## src/rtl/spi_pkg.sv

```systemverilog
// Shared definitions for the PCLK-synchronous SPI slave: FSM states, MODE field
// positions and the bit-counter width helper.
package spi_pkg;

  typedef enum logic {
    IDLE   = 1'b0,
    ACTIVE = 1'b1
  } state_e;

  localparam int MODE_CPOL = 1;
  localparam int MODE_CPHA = 0;

  // The counter only ever holds 0..n-1; completion is detected at n-1.
  function automatic int cnt_width(input int n);
    return (n < 2) ? 1 : $clog2(n);
  endfunction

endpackage

```

## src/rtl/spi_sync_edge.sv

```systemverilog
// N-stage synchroniser for an asynchronous input, with rise/fall detection on the
// last synchronised stage against its one-cycle-delayed copy.
module spi_sync_edge #(
  parameter int STAGES = 2
) (
  input  logic clk_i,
  input  logic d_i,
  output logic rise_o,
  output logic fall_o
);

  logic [STAGES-1:0] sync_q;
  logic              last_q;

  // NOTE: the chain is deliberately not reset; it refills within STAGES cycles and an
  // unreset chain cannot fabricate an edge at reset release.
  always_ff @(posedge clk_i) begin
    sync_q <= {sync_q[STAGES-2:0], d_i};
    last_q <= sync_q[STAGES-1];
  end

  assign rise_o =  sync_q[STAGES-1] & ~last_q;
  assign fall_o = ~sync_q[STAGES-1] &  last_q;

endmodule

```

## src/rtl/spi_slave_sync.sv

```systemverilog
// Fully synchronous SPI slave: SCK/SS/MOSI oversampled on PCLK, all four modes,
// multi-word frames and a TX holding register with valid/ready handshake.
module spi_slave_sync
  import spi_pkg::*;
#(
  parameter int DATA_WIDTH  = 8,
  parameter int SYNC_STAGES = 2,
  parameter bit LSB_FIRST   = 1'b0
) (
  input  logic                  PCLK,
  input  logic                  PRESET,
  input  logic                  SCK,
  input  logic                  SS,
  input  logic                  MOSI,
  input  logic [1:0]            MODE,
  input  logic [DATA_WIDTH-1:0] TX_DATA,
  input  logic                  TX_VALID,
  output logic                  TX_READY,
  output logic [DATA_WIDTH-1:0] RX_DATA,
  output logic                  RX_VALID,
  output logic                  MISO,
  output logic                  MISO_OE,
  output logic                  UNDERRUN,
  output logic                  FRAME_ERR
);

  localparam int CW = cnt_width(DATA_WIDTH);
  typedef logic [DATA_WIDTH-1:0] word_t;

  logic sck_rise, sck_fall, ss_rise, ss_fall;
  logic [SYNC_STAGES-1:0] mosi_sync_q;
  logic mosi_s;

  state_e        state_q;
  logic [1:0]    mode_q;
  word_t         tx_sh_q, rx_sh_q, hold_q, rx_data_q;
  logic          hold_full_q, rx_valid_q, oe_q, underrun_q, frame_err_q, urun_pend_q;
  logic [CW-1:0] bit_cnt_q;

  spi_sync_edge #(.STAGES(SYNC_STAGES)) u_sck_sync (
    .clk_i (PCLK),
    .d_i   (SCK),
    .rise_o(sck_rise),
    .fall_o(sck_fall)
  );

  spi_sync_edge #(.STAGES(SYNC_STAGES)) u_ss_sync (
    .clk_i (PCLK),
    .d_i   (SS),
    .rise_o(ss_rise),
    .fall_o(ss_fall)
  );

  always_ff @(posedge PCLK) begin
    mosi_sync_q <= {mosi_sync_q[SYNC_STAGES-2:0], MOSI};
  end
  assign mosi_s = mosi_sync_q[SYNC_STAGES-1];

  logic cpol, cpha, lead_edge, trail_edge, sample_edge, shift_edge;
  assign cpol        = mode_q[MODE_CPOL];
  assign cpha        = mode_q[MODE_CPHA];
  assign lead_edge   = cpol ? sck_fall : sck_rise;
  assign trail_edge  = cpol ? sck_rise : sck_fall;
  assign sample_edge = cpha ? trail_edge : lead_edge;
  assign shift_edge  = cpha ? lead_edge : trail_edge;

  logic  accept, word_done, load_urun_d;
  word_t rx_next_d, tx_adv_d, load_d;

  assign accept    = TX_VALID & ~hold_full_q;
  assign word_done = sample_edge && (bit_cnt_q == CW'(DATA_WIDTH - 1));
  assign rx_next_d = LSB_FIRST ? {mosi_s, rx_sh_q[DATA_WIDTH-1:1]}
                               : {rx_sh_q[DATA_WIDTH-2:0], mosi_s};
  assign tx_adv_d  = LSB_FIRST ? (tx_sh_q >> 1) : (tx_sh_q << 1);

  // An accept into an empty holding register on a load cycle feeds the shifter directly.
  always_comb begin
    load_d      = '0;
    load_urun_d = 1'b0;
    if (hold_full_q)  load_d = hold_q;
    else if (accept)  load_d = TX_DATA;
    else              load_urun_d = 1'b1;
  end

  // NOTE: reset is synchronous here; PRESET is sampled like any other input.
  always_ff @(posedge PCLK) begin
    if (PRESET) begin
      state_q     <= IDLE;
      mode_q      <= '0;
      tx_sh_q     <= '0;
      rx_sh_q     <= '0;
      hold_q      <= '0;
      hold_full_q <= 1'b0;
      rx_data_q   <= '0;
      rx_valid_q  <= 1'b0;
      oe_q        <= 1'b0;
      underrun_q  <= 1'b0;
      frame_err_q <= 1'b0;
      urun_pend_q <= 1'b0;
      bit_cnt_q   <= '0;
    end else begin
      rx_valid_q  <= 1'b0;
      underrun_q  <= 1'b0;
      frame_err_q <= 1'b0;
      if (accept) begin
        hold_q      <= TX_DATA;
        hold_full_q <= 1'b1;
      end

      case (state_q)
        IDLE: begin
          if (ss_fall) begin
            state_q     <= ACTIVE;
            mode_q      <= MODE;
            oe_q        <= 1'b1;
            bit_cnt_q   <= '0;
            rx_sh_q     <= '0;
            tx_sh_q     <= load_d;
            hold_full_q <= 1'b0;
            underrun_q  <= load_urun_d;
            urun_pend_q <= 1'b0;
          end
        end

        ACTIVE: begin
          if (ss_rise) begin
            state_q     <= IDLE;
            oe_q        <= 1'b0;
            tx_sh_q     <= '0;
            frame_err_q <= (bit_cnt_q != '0);
            bit_cnt_q   <= '0;
            urun_pend_q <= 1'b0;
          end else if (sample_edge) begin
            rx_sh_q <= rx_next_d;
            // A reload underrun is reported only once the next word actually starts.
            if (urun_pend_q) begin
              underrun_q  <= 1'b1;
              urun_pend_q <= 1'b0;
            end
            if (word_done) begin
              rx_data_q   <= rx_next_d;
              rx_valid_q  <= 1'b1;
              bit_cnt_q   <= '0;
              tx_sh_q     <= load_d;
              hold_full_q <= 1'b0;
              urun_pend_q <= load_urun_d;
            end else begin
              bit_cnt_q <= bit_cnt_q + CW'(1);
            end
          end else if (shift_edge && bit_cnt_q != '0) begin
            // With count 0 the word's first bit is already presented, so hold it.
            tx_sh_q <= tx_adv_d;
          end
        end

        default: state_q <= IDLE;
      endcase
    end
  end

  assign TX_READY  = ~hold_full_q;
  assign RX_DATA   = rx_data_q;
  assign RX_VALID  = rx_valid_q;
  assign MISO      = LSB_FIRST ? tx_sh_q[0] : tx_sh_q[DATA_WIDTH-1];
  assign MISO_OE   = oe_q;
  assign UNDERRUN  = underrun_q;
  assign FRAME_ERR = frame_err_q;

endmodule

```

## config.mk

```make
export PLATFORM = sky130hd
export DESIGN_NAME = spi_slave_sync
export DESIGN_NICKNAME = d
export VERILOG_FILES = /design/src/rtl/spi_pkg.sv /design/src/rtl/spi_sync_edge.sv /design/src/rtl/spi_slave_sync.sv
export SDC_FILE = /design/constraint.sdc
export NUM_CORES = 1
export LEC_CHECK = 0
export ABC_CLOCK_PERIOD_IN_PS = 2600
export BUFFER_PORTS_ARGS = -buffer_cell sky130_fd_sc_hd__buf_2
export CAP_MARGIN = 10
export CORE_MARGIN = 4
export CORE_UTILIZATION = 40
export CTS_BUF_LIST = sky130_fd_sc_hd__clkbuf_4 sky130_fd_sc_hd__clkbuf_8
export CTS_CLUSTER_DIAMETER = 120
export DETAILED_ROUTE_END_ITERATION = 16
export PLACE_DENSITY_LB_ADDON = 0.2
export SLEW_MARGIN = 15
export SYNTH_ARGS = -nofsm -noshare
export SYNTH_HDL_FRONTEND = slang
export SYNTH_SLANG_ARGS = --single-unit
```

## constraint.sdc

```tcl
create_clock -name PCLK -period 2.6 [get_ports PCLK]
set_clock_uncertainty 0.1 [all_clocks]
set_input_delay 0.13 -clock PCLK [delete_from_list [all_inputs] [get_ports PCLK]]
set_output_delay 0.13 -clock PCLK [all_outputs]
set_load 0.05 [all_outputs]
```

==> qor.csv <==
metric,value,unit
startpoint types,flop,
CTS buffer count,5,
Worst setup EP type,flop,
ratio of cells with drive above 1 in the final layout,0.213,
P&R area growth vs syn,20.1,%
worst skew pair latency,300,ps
number of global-route vias before repair,1599,
final setup fails,0,
post-cts resize count,0,
fin crit share,0.815,
"Top cell by count, worst path",ha_1,
Placed Cells,319,
Rel. slew slack,0.550,
DRT Pass-1 Iters,4,
share of power burned in registers,0.576,
gpl congestion,0.752,
Hold Path Class,primary input to flop,
Worst R2R Path Depth,7,
Critical Path RT,2730,ps
wire length per cell,13.4,um
Switch Pwr,0.380,mW
signal arrival time at the worst endpoint,2250,ps
"non-filler cells, final",338,
Clock Sink Count,51,
Avg Vias per Cell,5.14,
Die Span X,80.5,um
worst-margin pin slew,672,ps
most frequent cells in the layout,"51 x dfxtp_1, 47 x nand2_1, 29 x buf_2, 21 x a21oi_1, 14 x nor2_1",
reg-to-reg setup timing slack,480,ps
global-route wire length before repair,7620,um
HP Start,TX_VALID,
gr ovfl total,0,
total power,1.44,mW
final hold violations,0,
die height,80.5,um
DR iter-0 viols,114,
initial antenna violation count,0,
largest net degree at the start of global routing,27,
"Slowest-stage cell, CP",a31oi_4,
Cells after Synth,228,
Rows,26,
Clock Pin Slew Worst Setup and Hold Paths,80,ps
met3 Use GR,0.0336,
power share of the clock group,0.296,
die area,6480,um^2
gr usage total,0.154,
Pleak,0.970,nW
Core ar.,5110,um^2
vias,1736,
Synth cell types,32,
power per cell area,571,nW/um^2
critical path's top delay family,compound AO/OA/AOI/OAI gates,
Clk Tree Root Cell,clkbuf_8,
gr busiest metal,met2,
Min-Delay Path Depth,3,
worst vdd ir,0.000392,V
Int Pwr,1.06,mW
syn_area_per_cell,9.22,um^2
Port Buf Inserts,29,
WHS Endpoint,hold_full_q$_SDFF_PP0_,
Fin Setup TNS,0,ps
antenna cells,0,
drt drc,0,
RR Endpoint,tx_sh_q[0]$_SDFFE_PP0P_,
# Max-Cap Violations,0,
"leading cell type in the layout, fill and taps excluded",dfxtp_1,
CP max FO,8,
r2r startpoint,bit_cnt_q[1]$_SDFFE_PP0P_,
Fill cells,494,
clk buf depth,2,
result of the run,"complete, no violations",
Final ANT Viol Nets,0,
sequential area share after synthesis,0.486,
post-layout min period,2120,ps
GR Util met2,0.228,
Slowest Stage Delay on Critical Path,430,ps
CP Buf/Inv Count,0,
Seq cells post-synth,51,
crit path kind,flop to flop,
CTS tree,yes,
I/O pin total,30,
Synth Net Count,247,
Yosys Warn Count,0,
"Cell Chain, Critical Path",ha_1 > ha_1 > nand3b_1 > mux2_2 > o21a_2 > a31oi_4 > mux2i_1,
global routing usage on met1,0.216,
WL final,4540,um
Net Sw Frac,0.264,
mapped cell area,2100,um^2
Initial Utilization,0.412,
Combinational Power Share,0.128,
Max Clk Rate,472,MHz
RSZ-0062 raised after global routing,false,
fin. max-slew vios,0,
H-Tree Depth,2,
hpwl dp,3080,um
nets,288,
-- per-layer routing --
metal,routed length [um],vias to the layer above
met5,0,-
met4,74,0
met3,215,6
met2,1980,40
met1,2260,812
li1,-,878
-- worst register-to-register path, stage by stage, from the launching register on --
cell and delay, ps:
dfxtp_1 360, ha_1 160, ha_1 190, nand3b_1 90, mux2_2 310, o21a_2 190
a31oi_4 430, mux2i_1 230
-- power groups by stage --
| stage | sequential, mW | combinational [mW] | clock, mW |
|---|---|---|---|
| after floorplan | 0.851 | 0.121 | 0 |
| after global routing | 0.834 | 0.204 | 0.471 |
| after global placement | 0.848 | 0.168 | 0 |
| after CTS | 0.830 | 0.185 | 0.445 |
| final | 0.830 | 0.185 | 0.427 |
| after detailed placement | 0.848 | 0.170 | 0 |
-- through the flow --
stage	area [um^2]	utilization	hold slack, ps	setup WS (ps)
finish	2520	0.494	95.0	482
global route	2520	0.494	113	312
CTS	2520	0.494	89.3	467
detailed placement	2320	0.454	134	491
global placement	2320	0.454	132	536
floorplan	2100	-	57.7	714
-- cell type report --
cell class / count / area, um^2 / share of cell area
clock inverter: 1 / 7.51 / 0.00297
timing repair buffer: 47 / 313 / 0.124
inverter: 5 / 18.8 / 0.00743
multi-input combinational: 159 / 1010 / 0.399
tap: 70 / 87.6 / 0.0347
clock buffer: 5 / 68.8 / 0.0273
sequential: 51 / 1020 / 0.404
-- timing repair --
item | in CTS | in global routing
endpoints found under the hold margin | 13 | 0
buffers inserted | 0 | 0
hold buffers | 13 | 0
-- worst max-delay path by stage --
stage          slack, ps                 startpoint  cells past startpoint                      end
6_report             480  bit_cnt_q[1]$_SDFFE_PP0P_                      7  tx_sh_q[0]$_SDFFE_PP0P_
5_1_grt              310  bit_cnt_q[1]$_SDFFE_PP0P_                      7  tx_sh_q[0]$_SDFFE_PP0P_
4_1_cts              470  bit_cnt_q[1]$_SDFFE_PP0P_                      7  tx_sh_q[0]$_SDFFE_PP0P_
3_5_place_dp         490  bit_cnt_q[1]$_SDFFE_PP0P_                      7  tx_sh_q[0]$_SDFFE_PP0P_
3_3_place_gp         540  bit_cnt_q[1]$_SDFFE_PP0P_                      7  tx_sh_q[0]$_SDFFE_PP0P_
2_1_floorplan        710  bit_cnt_q[1]$_SDFFE_PP0P_                      7  tx_sh_q[0]$_SDFFE_PP0P_
-- kinds of logic after synthesis --
logic type | synth area share
XOR/XNOR | 0.00774
buffers and inverters | 0.0345
flip-flops | 0.486
adder cells (fa/ha/maj) | 0.0179
AO/OA/AOI/OAI | 0.164
multiplexers | 0.0649
AND/OR/NAND/NOR | 0.226
-- flip-flops by register name, summed over array words and instances (netlist names), 2 cells and up --
signal             count
u_ss_sync.sync_q       2
rx_sh_q                7
mode_q                 2
RX_DATA                8
hold_q                 8
tx_sh_q                8
bit_cnt_q              3
mosi_sync_q            2
u_sck_sync.sync_q      2
-- Yosys cell counts --
cell type | instances | area [um^2]
mux2i_1 | 10 | 100
and3_1 | 1 | 6.26
mux2i_2 | 1 | 13.8
a2111oi_2 | 7 | 105
a31oi_4 | 1 | 21.3
o21ai_2 | 1 | 8.76
nor2_1 | 14 | 52.6
nand2_1 | 47 | 176
buf_4 | 1 | 7.51
a32o_1 | 1 | 10.0
nor2b_1 | 5 | 31.3
o21a_2 | 1 | 8.76
dfxtp_1 | 51 | 1020
nand3b_1 | 2 | 15.0
nor4b_1 | 8 | 70.1
mux2_2 | 2 | 22.5
buf_2 | 1 | 5.00
nor4_1 | 1 | 6.26
inv_1 | 5 | 18.8
a21oi_1 | 21 | 105
a22o_1 | 2 | 17.5
buf_1 | 3 | 11.3
nand3_1 | 7 | 35.0
nor2_4 | 1 | 11.3
a211oi_1 | 1 | 7.51
xnor2_2 | 1 | 16.3
clkbuf_1 | 8 | 30.0
nand2b_1 | 2 | 12.5
nor3_1 | 9 | 45.0
or2_2 | 2 | 12.5
ha_1 | 3 | 37.5
a22oi_1 | 8 | 60.1
Note: power is estimated with default switching activity, not from simulation.
